File: config.mk
export PLATFORM = sky130hd
export DESIGN_NAME = neuron_host_seq_flat
export DESIGN_NICKNAME = d
export VERILOG_FILES = /design/src/rtl/neuron_host_seq_if.sv /design/src/rtl/neuron_host_seq.sv /design/src/flat_wrapper.sv
export SDC_FILE = /design/constraint.sdc
export NUM_CORES = 1
export LEC_CHECK = 0
export BUFFER_PORTS_ARGS = -buffer_cell sky130_fd_sc_hd__buf_4
export CORE_ASPECT_RATIO = 2
export CORE_MARGIN = 2
export CORE_UTILIZATION = 50
export DETAILED_ROUTE_END_ITERATION = 8
export PLACE_DENSITY = 0.66
export SYNTH_ARGS = -nofsm -noshare
export SYNTH_HDL_FRONTEND = slang
export SYNTH_SLANG_ARGS = --single-unit
File: constraint.sdc
create_clock -name clk -period 3.7 [get_ports clk]
set_input_delay 0.185 -clock clk [delete_from_list [all_inputs] [get_ports clk]]
set_output_delay 0.185 -clock clk [all_outputs]
set_load 0.1 [all_outputs]
File: src/rtl/neuron_host_seq_if.sv
// Host/engine signal bundle for neuron_host_seq. The master side is the host plus
// the engine model; the slave side is the sequencer itself.
interface neuron_host_seq_if #(
  parameter int unsigned DATA_W = 8,
  parameter int unsigned THR_W  = 16,
  parameter int unsigned RES_W  = 16
) ();
  logic              start;
  logic [THR_W-1:0]  thr_in;
  logic              src_valid;
  logic              src_ready;
  logic [DATA_W-1:0] src_a;
  logic [DATA_W-1:0] src_b;
  logic              chip_sel;
  logic              wr_en;
  logic [DATA_W-1:0] data_a;
  logic [DATA_W-1:0] data_b;
  logic [THR_W-1:0]  threshold;
  logic              threshold_ready;
  logic              output_ready;
  logic [RES_W-1:0]  result_in;
  logic              res_valid;
  logic              res_ready;
  logic [RES_W-1:0]  res_data;
  logic              busy;
  logic              err;

  modport master (
    output start, thr_in, src_valid, src_a, src_b, output_ready, result_in, res_ready,
    input  src_ready, chip_sel, wr_en, data_a, data_b, threshold, threshold_ready,
    input  res_valid, res_data, busy, err
  );

  modport slave (
    input  start, thr_in, src_valid, src_a, src_b, output_ready, result_in, res_ready,
    output src_ready, chip_sel, wr_en, data_a, data_b, threshold, threshold_ready,
    output res_valid, res_data, busy, err
  );
endinterface

File: src/rtl/neuron_host_seq.sv
// Job sequencer: buffers N_PAIRS operand pairs from the host, bursts them into the
// neuron engine, strobes the threshold, waits (bounded) for the result and hands it back.
// Every output is a register loaded from the next-state decode, so outputs line up
// with the state they belong to and no input reaches an output combinationally.
module neuron_host_seq #(
  parameter int unsigned N_PAIRS = 64,
  parameter int unsigned DATA_W  = 8,
  parameter int unsigned THR_W   = 16,
  parameter int unsigned RES_W   = 16,
  parameter int unsigned TIMEOUT = 255
) (
  input logic             clk,
  input logic             rst,
  neuron_host_seq_if.slave bus
);

  localparam int unsigned IdxW = (N_PAIRS > 1) ? $clog2(N_PAIRS) : 1;
  localparam int unsigned CntW = $clog2(N_PAIRS) + 1;
  localparam int unsigned TmoW = $clog2(TIMEOUT + 1);

  typedef enum logic [2:0] {
    StIdle, StLoad, StBurst, StThresh, StWaitRes, StResult, StGap, StError
  } state_e;

  state_e                state_q, state_d;
  logic [CntW-1:0]       cnt_q, cnt_d;
  logic [TmoW-1:0]       tmo_q, tmo_d;
  logic                  gap_q, gap_d;
  logic [THR_W-1:0]      thr_q;
  logic [2*DATA_W-1:0]   buf_q [N_PAIRS];

  logic                  chip_sel_q, wr_en_q, thr_rdy_q, src_ready_q, res_valid_q;
  logic                  busy_q, err_q;
  logic [DATA_W-1:0]     data_a_q, data_b_q;
  logic [THR_W-1:0]      threshold_q;
  logic [RES_W-1:0]      res_data_q;

  logic                  accept;
  logic                  start_acc;
  logic [IdxW-1:0]       rd_idx;
  logic [2*DATA_W-1:0]   rd_pair;

  assign accept    = (state_q == StLoad) && bus.src_valid && src_ready_q;
  assign start_acc = (state_q == StIdle) && bus.start;

  // Next-state logic; cnt doubles as the load index and the burst index.
  always_comb begin
    state_d = state_q;
    cnt_d   = cnt_q;
    tmo_d   = tmo_q;
    gap_d   = gap_q;
    unique case (state_q)
      StIdle: begin
        if (bus.start) begin
          state_d = StLoad;
          cnt_d   = '0;
        end
      end
      StLoad: begin
        if (accept) begin
          if (cnt_q == CntW'(N_PAIRS - 1)) begin
            state_d = StBurst;
            cnt_d   = '0;
          end else begin
            cnt_d = cnt_q + 1'b1;
          end
        end
      end
      StBurst: begin
        if (cnt_q == CntW'(N_PAIRS - 1)) begin
          state_d = StThresh;
          cnt_d   = '0;
        end else begin
          cnt_d = cnt_q + 1'b1;
        end
      end
      StThresh: begin
        state_d = StWaitRes;
        tmo_d   = '0;
      end
      StWaitRes: begin
        // A result arriving on the last allowed cycle still wins over the timeout.
        if (bus.output_ready) begin
          state_d = StResult;
        end else if (tmo_q == TmoW'(TIMEOUT - 1)) begin
          state_d = StError;
        end else begin
          tmo_d = tmo_q + 1'b1;
        end
      end
      StResult: begin
        if (res_valid_q && bus.res_ready) begin
          state_d = StGap;
          gap_d   = 1'b0;
        end
      end
      StGap: begin
        if (gap_q) begin
          state_d = StIdle;
        end else begin
          gap_d = 1'b1;
        end
      end
      StError: begin
        state_d = StGap;
        gap_d   = 1'b0;
      end
      default: state_d = StIdle;
    endcase
  end

  // Operand for the next burst cycle; bypass covers a pair written on the same edge.
  always_comb begin
    rd_idx  = cnt_d[IdxW-1:0];
    rd_pair = buf_q[rd_idx];
    if (accept && (cnt_q[IdxW-1:0] == rd_idx)) begin
      rd_pair = {bus.src_a, bus.src_b};
    end
  end

  // Pair buffer; intentionally not reset.
  always_ff @(posedge clk) begin
    if (accept) begin
      buf_q[cnt_q[IdxW-1:0]] <= {bus.src_a, bus.src_b};
    end
  end

  // State, counters and registered outputs.
  always_ff @(posedge clk or posedge rst) begin
    if (rst) begin
      state_q     <= StIdle;
      cnt_q       <= '0;
      tmo_q       <= '0;
      gap_q       <= 1'b0;
      thr_q       <= '0;
      chip_sel_q  <= 1'b0;
      wr_en_q     <= 1'b0;
      thr_rdy_q   <= 1'b0;
      src_ready_q <= 1'b0;
      res_valid_q <= 1'b0;
      busy_q      <= 1'b0;
      err_q       <= 1'b0;
      data_a_q    <= '0;
      data_b_q    <= '0;
      threshold_q <= '0;
      res_data_q  <= '0;
    end else begin
      state_q     <= state_d;
      cnt_q       <= cnt_d;
      tmo_q       <= tmo_d;
      gap_q       <= gap_d;
      if (start_acc) begin
        thr_q <= bus.thr_in;
      end
      chip_sel_q  <= (state_d == StBurst) || (state_d == StThresh) || (state_d == StWaitRes);
      wr_en_q     <= (state_d == StBurst);
      thr_rdy_q   <= (state_d == StThresh);
      src_ready_q <= (state_d == StLoad);
      res_valid_q <= (state_d == StResult);
      busy_q      <= (state_d != StIdle);
      if (state_d == StBurst) begin
        {data_a_q, data_b_q} <= rd_pair;
      end else begin
        {data_a_q, data_b_q} <= '0;
      end
      if (state_d == StIdle) begin
        threshold_q <= '0;
      end else if (state_d == StThresh) begin
        threshold_q <= thr_q;
      end
      if ((state_q == StWaitRes) && bus.output_ready) begin
        res_data_q <= bus.result_in;
      end
      if (start_acc) begin
        err_q <= 1'b0;
      end else if (state_d == StError) begin
        err_q <= 1'b1;
      end
    end
  end

  assign bus.src_ready       = src_ready_q;
  assign bus.chip_sel        = chip_sel_q;
  assign bus.wr_en           = wr_en_q;
  assign bus.data_a          = data_a_q;
  assign bus.data_b          = data_b_q;
  assign bus.threshold       = threshold_q;
  assign bus.threshold_ready = thr_rdy_q;
  assign bus.res_valid       = res_valid_q;
  assign bus.res_data        = res_data_q;
  assign bus.busy            = busy_q;
  assign bus.err             = err_q;

endmodule
File: src/flat_wrapper.sv
// flat-port wrapper written by rule: the top's interface ports become plain ports
module neuron_host_seq_flat 
#(
  parameter int unsigned N_PAIRS = 64,
  parameter int unsigned DATA_W  = 8,
  parameter int unsigned THR_W   = 16,
  parameter int unsigned RES_W   = 16,
  parameter int unsigned TIMEOUT = 255
)
  (clk, rst, bus_start, bus_thr_in, bus_src_valid, bus_src_a, bus_src_b, bus_output_ready, bus_result_in, bus_res_ready, bus_src_ready, bus_chip_sel, bus_wr_en, bus_data_a, bus_data_b, bus_threshold, bus_threshold_ready, bus_res_valid, bus_res_data, bus_busy, bus_err);
  neuron_host_seq_if #(.DATA_W(DATA_W), .THR_W(THR_W), .RES_W(RES_W)) bus_i ();
  input logic clk;
  input logic rst;
  input wire logic [$bits(bus_i.start)-1:0] bus_start;
  input wire logic [$bits(bus_i.thr_in)-1:0] bus_thr_in;
  input wire logic [$bits(bus_i.src_valid)-1:0] bus_src_valid;
  input wire logic [$bits(bus_i.src_a)-1:0] bus_src_a;
  input wire logic [$bits(bus_i.src_b)-1:0] bus_src_b;
  input wire logic [$bits(bus_i.output_ready)-1:0] bus_output_ready;
  input wire logic [$bits(bus_i.result_in)-1:0] bus_result_in;
  input wire logic [$bits(bus_i.res_ready)-1:0] bus_res_ready;
  output wire logic [$bits(bus_i.src_ready)-1:0] bus_src_ready;
  output wire logic [$bits(bus_i.chip_sel)-1:0] bus_chip_sel;
  output wire logic [$bits(bus_i.wr_en)-1:0] bus_wr_en;
  output wire logic [$bits(bus_i.data_a)-1:0] bus_data_a;
  output wire logic [$bits(bus_i.data_b)-1:0] bus_data_b;
  output wire logic [$bits(bus_i.threshold)-1:0] bus_threshold;
  output wire logic [$bits(bus_i.threshold_ready)-1:0] bus_threshold_ready;
  output wire logic [$bits(bus_i.res_valid)-1:0] bus_res_valid;
  output wire logic [$bits(bus_i.res_data)-1:0] bus_res_data;
  output wire logic [$bits(bus_i.busy)-1:0] bus_busy;
  output wire logic [$bits(bus_i.err)-1:0] bus_err;
  assign bus_i.start = bus_start;
  assign bus_i.thr_in = bus_thr_in;
  assign bus_i.src_valid = bus_src_valid;
  assign bus_i.src_a = bus_src_a;
  assign bus_i.src_b = bus_src_b;
  assign bus_i.output_ready = bus_output_ready;
  assign bus_i.result_in = bus_result_in;
  assign bus_i.res_ready = bus_res_ready;
  assign bus_src_ready = bus_i.src_ready;
  assign bus_chip_sel = bus_i.chip_sel;
  assign bus_wr_en = bus_i.wr_en;
  assign bus_data_a = bus_i.data_a;
  assign bus_data_b = bus_i.data_b;
  assign bus_threshold = bus_i.threshold;
  assign bus_threshold_ready = bus_i.threshold_ready;
  assign bus_res_valid = bus_i.res_valid;
  assign bus_res_data = bus_i.res_data;
  assign bus_busy = bus_i.busy;
  assign bus_err = bus_i.err;
  neuron_host_seq #(.N_PAIRS(N_PAIRS), .DATA_W(DATA_W), .THR_W(THR_W), .RES_W(RES_W), .TIMEOUT(TIMEOUT)) u_core (.clk(clk), .rst(rst), .bus(bus_i));
endmodule
* Word level (Yosys, flattened, before mapping)
Memory sizes are Yosys's and may differ from the RTL's.
Index checks and enable logic that the tools add are counted.
** Storage, ports and cells
- Bits in writable memories :: 1024
- Register bits after elaboration :: 90
- Output and inout port bits :: 55
- Logic and storage cells :: 87
- Input port bits :: 54
- Memories kept :: 1
- Latch bits :: 0
- Memory bits (read-only) :: 0
** Cells by class
- Reductions and logical operators :: 19
- Divide/modulo/power cells :: 0
- Muxes and demuxes :: 27
- Equal/unequal tests :: 21
- $mul :: 0
- Bitwise logic cells :: 0
- Add/subtract/negate cells :: 2
- Shift operators :: 0
- Magnitude comparators :: 0
** Memories
- u_core.buf_q :: words 64, bits a word 16, rd ports 1, clocked after Yosys merged registers in 0, wr ports 1, line neuron_host_seq.sv:30 : logic [2*DATA_W-1:0] buf_q [N_PAIRS];
** Operators with widths (number)
- two-way mux 16 bit :: 3
- two-way mux 8 bit :: 4
- two-way mux 3 bit :: 8
- case mux 3 bit (8 select lines) :: 1
- == test 3 bit (second input constant) :: 7
- two-way mux 7 bit :: 3
- case mux 7 bit (3 select lines) :: 1
- case mux 8 bit (2 select lines) :: 1
- == test 3 x 2 -> 1 bit (second input constant) :: 4
- nonzero test 3 bit :: 3
- adder 8 x 1 -> 8 bit (second input constant) :: 1
- == test 8 bit (second input constant) :: 1
- adder 7 x 1 -> 7 bit (second input constant) :: 1
- == test 7 x 6 -> 1 bit (second input constant) :: 1
- == test 3 x 1 -> 1 bit (second input constant) :: 2
- == test 6 bit :: 1
- logical AND 1 bit :: 6
- zero test 3 bit :: 2
- inequality test 2 bit (second input constant) :: 3
- AND reduction 3 bit :: 2
- nonzero test 2 bit :: 3
- two-way mux 1 bit :: 5
- inequality test 2 x 1 -> 1 bit (second input constant) :: 2
- case mux 1 bit (3 select lines) :: 1
- other kinds (2) :: 3

* Longest topological paths before layout
- Word-level depth :: 9
- Gate-level depth with buffers :: 17
- Mapped depth without buffers :: 11

* Worst setup path after synthesis
Ideal clock, no wire load.
- Path kind :: reg-to-reg
- Start :: register u_core.src_ready_q (netlist: u_core.bus.src_ready)
- End :: register u_core.data_b_q[2] (netlist: u_core.bus.data_b[2])
- Stages on the path, launching flop included :: 14
- Buffers on the path :: 4
- Data arrival time :: 3.044 ns
- Library setup time :: 0.138 ns
- Required time :: 3.562 ns
- Clock period less this slack :: 3.182 ns
- Setup slack :: 0.518 ns
- Cells stage by stage :: dfrtp_1 -> nand4b_1 -> a221o_1 -> o21a_1 -> buf_6 -> buf_2 -> buf_2 -> clkbuf_1 -> nand2_1 -> nand3_1 -> nand3_1 -> a21oi_1 -> o31ai_1 -> o311ai_1
** Between the ends
- Word-level cells in the longest chain between the ends :: 7
- Elaborated cells on any way between the ends :: 11
- Those cells by class :: eq/ne (2); mux (6); reduce/logical (2); memory (1)
** RTL lines
- from (decl) :: line neuron_host_seq.sv:32 : logic chip_sel_q, wr_en_q, thr_rdy_q, src_ready_q, res_valid_q;
- from (signal assigned) :: line neuron_host_seq.sv:158 : src_ready_q <= (state_d == StLoad);
- logical AND 1 bit (*) :: line neuron_host_seq.sv:43 : assign accept = (state_q == StLoad) && bus.src_valid && src_ready_q;
- parallel branches: the longest is 5 deep, another holds memory (64 x 16 bit)
- two-way mux 8 bit (*) :: line neuron_host_seq.sv:161 : if (state_d == StBurst) begin
- to (signal assigned) :: line neuron_host_seq.sv:162 : {data_a_q, data_b_q} <= rd_pair;
- to (decl) :: line neuron_host_seq.sv:34 : logic [DATA_W-1:0] data_a_q, data_b_q;
Every way passes the cells marked *. The select of a mux whose other input is x is not followed.
A chain may end at the register's enable or synchronous reset.

* Worst setup path after layout
- Start :: register u_core.cnt_q[0]
- End :: register u_core.data_a_q[3] (netlist: u_core.bus.data_a[3])
** Between the ends
- Word-level cells in the longest chain between the ends :: 8
- Elaborated cells on any way between the ends :: 16
- Those cells by class :: add/sub (1); eq/ne (3); mux (10); reduce/logical (1); memory (1)
** RTL lines
- from (decl) :: line neuron_host_seq.sv:26 : logic [CntW-1:0] cnt_q, cnt_d;
- from (signal assigned) :: line neuron_host_seq.sv:149 : cnt_q <= cnt_d;
- parallel branches: the longest is 7 deep, another holds memory (64 x 16 bit)
- two-way mux 8 bit (*) :: line neuron_host_seq.sv:161
- to (signal assigned) :: line neuron_host_seq.sv:162
- to (decl) :: line neuron_host_seq.sv:34
Marked as above.

==> metrics.yaml <==
critical_path:
  cp-startpoint: "u_core.cnt_q[0]"
  cp.arrival_ns: 4.12
  r2r-start: "u_core.cnt_q[0]"
  crit_fanout: 108
  startpoint_type: "flop"
  worst-r2r-cell-count: 12
  critPathKind: "flop to flop"
  crit_path_end_kind: "flop"
  required_ns: 4.24
clocking:
  insertion_delay_ns: 0.70
  clkTransAtPathRegs_ns: 0.07
  numCtsBuffers: 90
  cts.sinks: 1114
  clockBufferDepth: 3
  htreeDepth: 3
  cts_tree: "built"
  root_buffer: "clkbuf_16"
  postCtsSetupRepairBufs: 0
timing:
  drv_slew: 0
  setup_viol: 0
  timing.fmax_mhz: 279.0
  finClkSkew_ns: 0.03657
  whs_ns: 0.04199
  rsz0062_at_grt: "true"
  worst_pin_slew_ns: 0.9198
  report.final.hold_viol_count: 0
  slew_headroom_pct: 38.68
  layout_setup_ws_ns: 0.1154
  post-route-period-util_pct: 96.88
  fin_crit_ns: 3.585
synth:
  syn_area_sq_mm: 0.04440
  synth-seq-cells: 1114
  synthCells: 3403
  syn_area_per_cell_sq_um: 13.05
  synth_fp_nets: 3460
  ys.flop_type: "edfxtp_1"
  synth-edff-count: 1024
  synth.distinct_cells: 69
  seq_area_frac_synth_pct: 74.32
  synth_warnings: 0
  synth-async-reset-ratio_pct: 8.079
final_layout:
  fin_nets: 3668
  fillers: 6889
  syn2layout_area_growth_pct: 14.37
  regArea_sq_mm: 0.03300
  n_antenna_cell: 0
  layout-drive-gt1-share_pct: 13.59
  finish.instance_area_sq_mm: 0.05079
  multi_input_area_sq_mm: 0.01039
floorplanning:
  row_count: 154
  coreArea_sq_mm: 0.08806
  die_area_sq_mm: 0.09135
  io_pins: 109
  die_h_um: 425.4
  die_w_um: 214.7
  initial_core_util_pct: 50.42
status:
  status: "finished clean"
drt:
  viasPerCell: 6.002
  vias: 29140
  drc: 0
  drt_first_pass_iters: 8
  wl_per_cell_um: 25.82
  antenna_left: 0
  finalWirelength_mm: 125.4
  drtIter0Drc: 3051
placed_design:
  post-dp-hpwl_mm: 77.07
  place_area_sq_mm: 0.04732
  pre_cts_slack_ns: -0.2506
  place.gp.congestion: 0.9094
  port_buffers: 108
flow_run:
  cap_viol_max_count: 0
grt:
  antenna_found_initial: 1
  first_global_vias: 28460
  grt_start_max_net_pins: 109
  grtUsageTotal_pct: 27.40
  grt_overflow: 0
  grt_pass1_wl_mm: 184.0
power:
  cellLeakagePower_nw: 18.19
  power_density_mw_per_mm2: 738.0
  comb_power_share_pct: 35.9
  switchingPower_w: 0.01413
  intPower_w: 0.02335
  seq_power_share_pct: 38.0
  clockPowerShare_pct: 26.1
  p_sw_share_pct: 37.70
  vdd_ir_drop_max_uv: 563.1
hold_path:
  min-delay-start: "bus_src_b[6]"
  min_path_cells: 1
  worstHoldPathType: "input port to flop"
==> cells in the final DEF (no fill, tap or decap), types with 17 or more instances in the layout <==
| master | n |
|---|---|
| a32oi_1 | 33 |
| buf_4 | 278 |
| nand2_1 | 1001 |
| and3_1 | 74 |
| buf_12 | 17 |
| o21ai_0 | 32 |
| clkinv_1 | 18 |
| a31oi_1 | 62 |
| dlygate4sd3_1 | 35 |
| nor2_1 | 96 |
| clkinv_2 | 17 |
| a311oi_1 | 32 |
| clkbuf_16 | 93 |
| nand3_1 | 361 |
| mux2_2 | 33 |
| edfxtp_1 | 1024 |
| dfrtp_1 | 90 |
| mux2i_1 | 39 |
| nand4_1 | 24 |
| a21oi_1 | 93 |
==> power by group through the flow <==
| stage | logic [W] | clock network (W) | registers (W) |
|---|---|---|---|
| 6_report | 0.0135 | 0.00977 | 0.0142 |
| 5_1_grt | 0.0143 | 0.0103 | 0.0143 |
| 4_1_cts | 0.0133 | 0.00987 | 0.0142 |
| 3_5_place_dp | 0.0131 | 0 | 0.0145 |
| 3_3_place_gp | 0.0130 | 0 | 0.0145 |
| 2_1_floorplan | 0.00748 | 0 | 0.0154 |
==> layer usage <==
metal  part of all wire, %  global-route usage [%]  up-vias
li1                      -                       -    12870
met1                    35                   32.39    14600
met2                    52                   49.20     1404
met3                   7.0                   3.494      275
met4                   5.3                   13.65        0
met5                     0                       0        -
==> critical path: stages (launching register included) <==
cell       delay (ns)
dfrtp_1          0.38
ha_1             0.25
and3b_1          0.22
a221o_1          0.44
o21a_4           0.34
buf_16           0.26
nand2_1          0.17
nand3_1          0.08
nand3_1          0.25
a31oi_2          0.21
o2111ai_4        0.42
buf_4            0.18
o311ai_1         0.08
==> worst paths after layout <==
kind / end / slack [ns]
min: u_core.buf_q[35][6] / 0.04
max in group asynchronous: u_core.bus.threshold[2] / 2.71
min reg2reg: u_core.bus.threshold[0] / 0.48
max reg2reg: u_core.bus.data_a[3] / 0.12
max: u_core.bus.data_a[3] / 0.12
min in group asynchronous: u_core.bus.data_a[0] / 0.12
==> cell families after synthesis <==
group,Yosys count,synth area share [%]
XOR/XNOR,5,0.09862
buffers and inverters,234,2.525
adder cells (fa/ha/maj),3,0.08454
multiplexers,73,1.741
AO/OA/AOI/OAI,368,5.675
AND/OR/NAND/NOR,1606,15.55
flip-flops,1114,74.32
==> cell usage after synthesis, types with 6 or more instances <==
cell type / number / area (sq um)
buf_2: 84 / 420.4
a32oi_1: 33 / 289.0
nor4_1: 6 / 37.54
a31oi_1: 65 / 406.6
and3_1: 74 / 462.9
dfrtp_1: 90 / 2252
clkbuf_1: 96 / 360.4
o2111ai_1: 7 / 61.31
mux2i_1: 39 / 390.4
a22oi_1: 7 / 52.55
buf_1: 12 / 45.04
a211oi_1: 10 / 75.07
edfxtp_1: 1024 / 30750
nand4_1: 24 / 150.1
a221oi_1: 7 / 61.31
or3_1: 8 / 50.05
o221ai_1: 10 / 87.58
a22o_1: 6 / 52.55
buf_6: 6 / 67.56
nor2_1: 96 / 360.4
o311ai_1: 7 / 61.31
a21oi_1: 93 / 465.5
o22ai_1: 14 / 87.58
mux2_2: 34 / 382.9
nor3_1: 6 / 30.03
o21ai_0: 32 / 160.2
a311oi_1: 32 / 280.3
nand3_1: 361 / 1807
inv_1: 11 / 41.29
nand2_1: 1002 / 3761
buf_4: 19 / 142.6
o31ai_1: 9 / 67.56
==> area by class of cell <==
type | instances | area share (%)
clock buffer | 110 | 4.789
sequential | 1114 | 64.98
clock inverter | 57 | 1.086
timing repair buffer | 333 | 5.600
timing repair inverter | 1 | 0.01725
multi-input combinational | 2055 | 20.45
inverter | 16 | 0.1872
tap | 1170 | 2.883
==> flip-flops by register name, indices dropped and copies added (netlist names), 3 cells and up <==
name                  flops
u_core.buf_q           1024
u_core.bus.res_data      16
u_core.bus.threshold     16
u_core.thr_q             16
u_core.bus.data_a         8
u_core.bus.data_b         8
u_core.tmo_q              8
u_core.cnt_q              7
u_core.state_q            3
==> what timing repair did <==
item / CTS / global route
hold buffers: 35 / 0
setup endpoints to repair: 6 / 11
pin swaps: 0 / 1
gates cloned: 1 / 0
endpoints found under the hold margin: 69 / 0
gates resized for setup: 7 / 15
==> per-stage QoR <==
stage,utilization (%),TNS (ns),power (W),instances
finish,57.67,0,0.03748,4856
global route,57.67,-0.02285,0.03888,4856
CTS,57.58,0,0.03741,4856
detailed placement,53.74,-0.6730,0.02764,4654
global placement,53.74,-0.4489,0.02751,4654
floorplan,-,0,0.02293,3403
Power figures use the tool's default switching activity.
